===== src/rtl/gf2_datapath_core.sv =====
// GF(2) polynomial datapath: one-cycle XOR / square / byte-mask and a
// digit-serial (DIG bits per cycle, MSB-first) unreduced carry-less multiplier.
module gf2_datapath_core #(
   parameter int          W    = 128,
   parameter int          DIG  = 4,
   parameter logic [2:0]  SQR  = 3'b001,
   parameter logic [2:0]  XOR  = 3'b010,
   parameter logic [2:0]  MUL  = 3'b011,
   parameter logic [2:0]  MASK = 3'b100
) (
   input  logic         clk,
   input  logic         rst,
   input  logic         start,
   input  logic [2:0]   select_line,
   input  logic [W-1:0] A,
   input  logic [W-1:0] B,
   output logic         busy,
   output logic         done,
   output logic         err,
   output logic [W-1:0] C_Out,
   output logic [W-1:0] D_Out
);

   localparam int N  = W / DIG;
   localparam int CW = (N > 1) ? $clog2(N) : 1;

   localparam logic [1:0] IDLE = 2'd0;
   localparam logic [1:0] RUN  = 2'd1;
   localparam logic [1:0] DONE = 2'd2;

   logic [1:0]     state;
   logic [CW-1:0]  cnt;
   logic [W-1:0]   a_reg;
   logic [W-1:0]   b_reg;
   logic [2*W-1:0] acc;
   logic [2*W-1:0] acc_next;
   logic [2*W-1:0] op_res;
   logic           op_err;
   logic [DIG-1:0] digit;
   logic           last;

   assign busy  = (state == RUN);
   assign digit = b_reg[W-1 -: DIG];
   assign last  = (cnt == CW'(N - 1));

   // NOTE: every always_comb output gets a default first so no path can infer a latch.
   always_comb begin
      op_res = '0;
      op_err = 1'b0;
      case (select_line)
         SQR:  for (int i = 0; i < W; i++) op_res[2*i] = B[i];
         XOR:  op_res[W-1:0] = A ^ B;
         MASK: for (int k = 0; k < W/8; k++) op_res[8*k +: 8] = B[k] ? A[8*k +: 8] : 8'h00;
         MUL:  ;
         default: op_err = 1'b1;
      endcase
   end

   // Horner step: shift the running product by one digit, fold in A * digit.
   always_comb begin
      acc_next = acc << DIG;
      for (int j = 0; j < DIG; j++)
         if (digit[j]) acc_next = acc_next ^ ({{W{1'b0}}, a_reg} << j);
   end

   always_ff @(posedge clk) begin
      if (rst) begin
         state <= IDLE;
         cnt   <= '0;
         done  <= 1'b0;
         err   <= 1'b0;
         C_Out <= '0;
         D_Out <= '0;
      end else begin
         done <= 1'b0;
         err  <= 1'b0;
         case (state)
            RUN: begin
               cnt <= cnt + 1'b1;
               if (last) begin
                  state          <= DONE;
                  done           <= 1'b1;
                  {C_Out, D_Out} <= acc_next;
               end
            end
            default: begin
               if (start) begin
                  if (select_line == MUL) begin
                     state <= RUN;
                     cnt   <= '0;
                  end else begin
                     state          <= DONE;
                     done           <= 1'b1;
                     err            <= op_err;
                     {C_Out, D_Out} <= op_res;
                  end
               end else begin
                  state <= IDLE;
               end
            end
         endcase
      end
   end

   // NOTE: operand/accumulator registers carry no reset; they are always loaded before use.
   always_ff @(posedge clk) begin
      if (state == RUN) begin
         acc   <= acc_next;
         b_reg <= b_reg << DIG;
      end else if (start) begin
         a_reg <= A;
         b_reg <= B;
         acc   <= '0;
      end
   end

endmodule

===== config.mk =====
export PLATFORM = sky130hd
export DESIGN_NAME = gf2_datapath_core
export DESIGN_NICKNAME = d
export VERILOG_FILES = /design/src/rtl/gf2_datapath_core.sv
export SDC_FILE = /design/constraint.sdc
export NUM_CORES = 2
export LEC_CHECK = 0
export BUFFER_PORTS_ARGS = -buffer_cell sky130_fd_sc_hd__buf_2
export CAP_MARGIN = 40
export CORE_ASPECT_RATIO = 0.9
export CORE_MARGIN = 2
export CORE_UTILIZATION = 45
export CTS_CLUSTER_SIZE = 28
export DETAILED_ROUTE_END_ITERATION = 7
export HOLD_SLACK_MARGIN = 0.03
export PLACE_DENSITY = 0.75
export SYNTH_ARGS = -nofsm -noshare
export SYNTH_HDL_FRONTEND = slang
export SYNTH_SLANG_ARGS = --single-unit

===== constraint.sdc =====
create_clock -name clk -period 32.8 [get_ports clk]
set_input_delay 6.56 -clock clk [delete_from_list [all_inputs] [get_ports clk]]
set_output_delay 6.56 -clock clk [all_outputs]
set_load 0.1 [all_outputs]

-- Yosys cells after proc, flatten, opt, wreduce, memory -nomap -nowiden
Index checks and enable logic that the tools add are counted.
- register bits: 773
- bits in latches: 0
- memory bits (writable): 0
- bits in read-only memories: 0
- input bits: 262
- output and inout bits: 259
- word-level logic and storage cells: 269
- memories kept: 0
- $add $sub $neg: 1
- $mul: 0
- divide/modulo/power cells: 0
- magnitude comparators: 0
- equal/unequal tests: 8
- shifts and indexed selects: 0
- muxes and demuxes: 236
- bitwise gates (word level): 7
- reductions and logical operators: 7
- operator list (cell ; count):
    two-way mux 128 bit ; 10
    two-way mux 256 bit ; 4
    two-way mux 252 bit ; 2
    XOR 256 x 128 -> 256 bit ; 1
    XOR 256 x 129 -> 256 bit ; 1
    XOR 256 x 130 -> 256 bit ; 1
    XOR 256 x 131 -> 256 bit ; 1
    case mux 1 bit (3 select lines) ; 64
    two-way mux 8 bit ; 16
    case mux 1 bit (2 select lines) ; 64
    XOR 128 bit ; 1
    two-way mux 1 bit ; 69
    two-way mux 5 bit ; 3
    two-way mux 2 bit ; 4
    == test 3 x 2 -> 1 bit, second input constant ; 2
    adder 5 x 1 -> 5 bit, second input constant ; 1
    == test 5 bit, second input constant ; 1
    AND reduction 2 bit ; 2
    nonzero test 2 bit ; 2
    OR reduction 4 bit ; 1
    == test 3 x 1 -> 1 bit, second input constant ; 1
    == test 3 bit, second input constant ; 1
    AND reduction 3 bit ; 1
    OR reduction 3 bit ; 1
    4 further kinds ; 5

-- Longest topological paths before layout
- word-level depth: 10
- mapped depth: 10
- gate-level depth less buffers: 7

-- Worst setup path after synthesis
No wires, ideal clock.
- path type: input -> register
- from: input start
- to: register acc[0] (enable)
- setup time: 808 ps
- arrival: 16101 ps
- data required time: 31992 ps
- slack: 15891 ps
- cell stages on the path: 3
- path buffers: 2
- cells stage by stage: clkbuf_1 -> clkbuf_1 -> nand2b_1
- word-level cells in the longest chain between the ends: 1
- RTL lines (item ; line ; source):
    start, declared ; 13 ; input logic start,
    nonzero test 2 bit (no source line) ; - ;
    end signal, assigned ; 108 ; acc <= acc_next;
    end, declared ; 35 ; logic [2*W-1:0] acc;
No other way between the ends.
A chain may end at the register's enable or synchronous reset.

-- Worst setup path after layout
- from: input select_line[0]
- to: register C_Out[116]
- word-level cells in the longest chain between the ends: 5
- elaborated cells on any way between the ends: 8
- classes of those cells: eq/ne: 3; mux: 4; reduce/logical: 1
- RTL lines (item ; line ; source):
    start, declared ; 14 ; input logic [2:0] select_line,
    == test 3 x 1 -> 1 bit ; 50 ; case (select_line)
    two-way mux 1 bit ; 50 ;
    two-way mux 128 bit ; 88 ; if (select_line == MUL) begin
    two-way mux 128 bit ; 87 ; if (start) begin
    two-way mux 128 bit ; 77 ; case (state)
    end signal, assigned ; 83 ; {C_Out, D_Out} <= acc_next;
    end signal, assigned ; 95 ; {C_Out, D_Out} <= op_res;
    end, declared ; 20 ; output logic [W-1:0] C_Out,
Several ways; a longest one is shown, not always the timed one. The select of a mux whose other input is x is not followed.

==> results summary <==
The run finished with clean final reports. The power share of the clock group came out at 0.373. The final worst clock skew came out at 0.0205 ns. Of the available clock period, the critical path in the final layout requires 0.290. In this run the mean area of a mapped cell was 10.6 sq um. The routed wire length on met3 is ~13000 microns. The count of distinct cell types in the synthesized netlist came out at 42. The worst-path maximum fanout came out at 35.

The maximum achievable frequency came out at 105 MHz. STA classifies the critical path startpoint as an input port. The synthesized design spends more area on one cell type than any other, namely edfxtp_1.

The total internal power came out at 1.81 mW. The via density per instance is 5.78. The data arrival time of the critical path is 10.02 ns.

TritonCTS built the clock tree. The detailed-route wire length is 127000 microns. The type of the worst min-delay path is register to register.

The total congestion overflow after global routing came out at 0. The total length of routed met2 wires came out at 57600 microns. The number of max-capacitance violations reported is 0. Among all stages on the critical path, the largest delay is contributed by nor2b_4.

Synthesis handed over a netlist of 3658 instances. The post-CTS setup buffer count is 0. The half-perimeter wire length of the detailed placement result came out at roughly 86000 microns.

The clock net in this run drives a total of just under 800 sinks. The final net count is 4292. The most numerous cell type found on the critical path is buf_4. The final hold violation count came out at 0. The DRC violation total after the first TritonRoute iteration came out at 4200. By startpoint and endpoint, the worst setup path is classified as input port to register. The count of synthesis-stage warnings from yosys is 0.

Setup repair after global routing left no endpoint under its margin. The number of slew-limit violations in the final report came out at 0. The maximum root-to-sink buffer count is 3. The number of buffers inserted for hold repair after clock tree synthesis is 0.

The number of routed nets with antenna violations is 0. The clock insertion delay at the later pin of the skew report came out at 0.64 ns. The total design power is ~2.6 mW.

After clock tree synthesis, the clock-pin slew on the worst setup and hold paths is 0.06 ns. The required time at the worst-slack endpoint is 33.32 ns. Summed over all failing endpoints, the final setup total negative slack is 0 ns. The proportion of netlist area held by the largest area contributor is 0.391. The actual slew at the worst max-slew pin is roughly 1.2 ns. For the finished layout, the period the worst path requires is roughly 9.5 ns. After detailed routing, the average wire length per cell comes to approximately 24 microns.

The via count of the first global-routing pass is 28573. The flop and latch count out of synthesis is 773. The switching share of power is 0.298.

The post-cts sizing count came out at 0. At the end of routability-driven placement, the weighted congestion stood at slightly below 0.9. Setup violations remaining at the end of the flow were counted as 0. The H-tree was split into 3 levels. The share of synthesized area occupied by flip-flops and latches came out at 0.531. The instance area at placement is 41900 sq um. The critical path goes through buf_2 > nor2b_4 > buf_4 > and3_2 > buf_4 > a211oi_1 > nor3_1. Entering global routing, the biggest net connects around 190 pins. The worst-case headroom to the max-slew limit came out at 0.222. The share of total power dissipated in combinational logic is 0.189.

The number of I/O port buffers came out at 520. Signal routing reaches up to met5. The fraction of final layout cells with drive strength greater than 1 came out at 0.190. The largest stage delay on the critical path is 0.78 ns.

For this design the total switching power over the nets is just under 800 uW. The worst setup path is captured at a register. The count of flip-flops with a built-in enable after synthesis came out at 504. The total track usage is 0.278. 521 I/O pins were placed. The area growth from synthesis to layout is 15.7%. The cell area that synthesis handed to floorplanning was 38700 sq um. Counting every net in the synthesized netlist gives a little under 4000. The post-route met1 wirelength is 51300 microns.

The static leakage came out at 19.2 nW. The die outline width is approximately 310 microns. The die extent in y is ~280 microns.

The number of search-and-repair iterations in the first detailed-routing pass came out at 6. The DRC violation count after routing came out at 0. The row count is slightly above 100.

Ranked by flip-flop count, first place goes to acc. The final non-filler cell area is 44700 sq um. The highest ir drop seen on vdd came out at ~0.036 mV.

The initial antenna violation count came out at 19. The share of flip-flops with an asynchronous set or reset after synthesis is 0. Clock tree synthesis selected as its root buffer the cell clkbuf_16.

For this run, the leading register cell type out of synthesis is edfxtp_1. The register with the most flip-flops in the layout has 252 of them. The area of the placeable core is 84800 sq um. The proportion of power drawn by flip-flops and latches came out at 0.438.

The wire length of the first global-routing pass is 185000 microns. The total vias in the final route is 30304. The clock buffer count from CTS is 81. The die outline area came out at 88300 sq um.

After synthesis, the cell types taking the most area are edfxtp_1 (39%), dfxtp_1 (14%), nand2_1 (8.7%), xnor3_1 (7.3%), xnor2_1 (5.8%). The starting density of the core came out at 0.456. The power per unit of standard cell area is between 50 and 60 nW/um^2.
-- Yosys cell counts (all sizes together) (67+ instances only) --
cell type,number
nand2,893
edfxtp,504
dfxtp,269
xnor2,254
nor2,227
nand3,178
clkbuf,144
buf,134
xor2,132
xnor3,125
and2,123
o21ai,115
a22oi,80
o221a,75
a211oi,70
a21oi,68
nor3,67
-- cells by family after synthesis --
family | count (synthesis) | synth area share
simple gates | 1561 | 0.173
buf+inv | 285 | 0.0323
fa+ha+maj | 3 | 0.000971
xor+xnor | 511 | 0.160
compound gates | 521 | 0.102
flops | 773 | 0.531
mux | 4 | 0.00104
-- metrics by stage --
step,utilization,instances,hold slack (ns),setup WS [ns]
2_1_floorplan,-,3658,0.460,15.89
3_3_place_gp,0.493,5071,0.436,22.91
3_5_place_dp,0.495,5077,0.440,22.78
4_1_cts,0.527,5228,0.448,23.41
5_1_grt,0.527,5240,0.470,23.13
6_report,0.527,5241,0.445,23.30
-- final timing paths --
path                                      from          to  slack (ns)  depth (start not counted)
worst max-delay path            select_line[0]  C_Out[116]       23.30                          7
worst min register to register       C_Out[69]   C_Out[69]        0.45                          2
worst min-delay path                 C_Out[69]   C_Out[69]        0.45                          2
worst max register to register        state[1]  C_Out[116]       28.68                          7
-- cells in the final DEF (no fill, tap or decap), types with 5 or more instances in the layout --
| cell | count |
|---|---|
| dfxtp_1 | 269 |
| a32oi_1 | 48 |
| buf_4 | 39 |
| diode_2 | 13 |
| clkbuf_16 | 86 |
| bufinv_16 | 7 |
| nor2_1 | 226 |
| nand2_1 | 892 |
| nor3_1 | 67 |
| buf_2 | 520 |
| nand3_1 | 178 |
| clkbuf_1 | 13 |
| and3_1 | 5 |
| inv_6 | 6 |
| edfxtp_1 | 504 |
| clkinv_1 | 9 |
| o221a_2 | 71 |
| clkbuf_8 | 10 |
| xnor2_1 | 254 |
| a22oi_1 | 80 |
| a211o_1 | 10 |
| and2_1 | 121 |
| o21ai_0 | 115 |
| o311a_1 | 48 |
| a21oi_1 | 68 |
| xor2_1 | 132 |
| nor3b_1 | 7 |
| xnor3_1 | 125 |
| clkinv_2 | 15 |
| nand2b_1 | 48 |
| a211oi_1 | 70 |
-- routing by layer --
metal	track usage	vias to the layer above
li1	-	13545
met1	0.383	14825
met2	0.431	1673
met3	0.0617	255
met4	0.104	6
met5	0	-
-- worst max-delay path, delay by kind of cell --
| family | cells | cell delay [ns] |
|---|---|---|
| simple gates | 3 | 1.81 |
| buf+inv | 3 | 1.35 |
| compound gates | 1 | 0.16 |
-- power groups by stage --
| stage | Combinational (mW) | Sequential [mW] | Clock, mW |
|---|---|---|---|
| floorplan | 0.238 | 1.28 | 0 |
| global placement | 0.475 | 1.15 | 0 |
| detailed placement | 0.483 | 1.15 | 0 |
| CTS | 0.485 | 1.13 | 0.971 |
| global route | 0.514 | 1.14 | 1.01 |
| finish | 0.487 | 1.13 | 0.963 |
-- layout make-up --
| type | instances | area [sq um] |
|---|---|---|
| Fill cell | 7387 | 40100 |
| Inverter | 7 | 36.3 |
| Antenna cell | 13 | 32.5 |
| Tap cell | 1133 | 1420 |
| Clock buffer | 109 | 2340 |
| Clock inverter | 42 | 410 |
| Multi-Input combinational cell | 2600 | 17000 |
| Sequential cell | 773 | 20500 |
| Timing Repair Buffer | 564 | 3010 |
No activity file was read; power rests on OpenSTA's default activity.
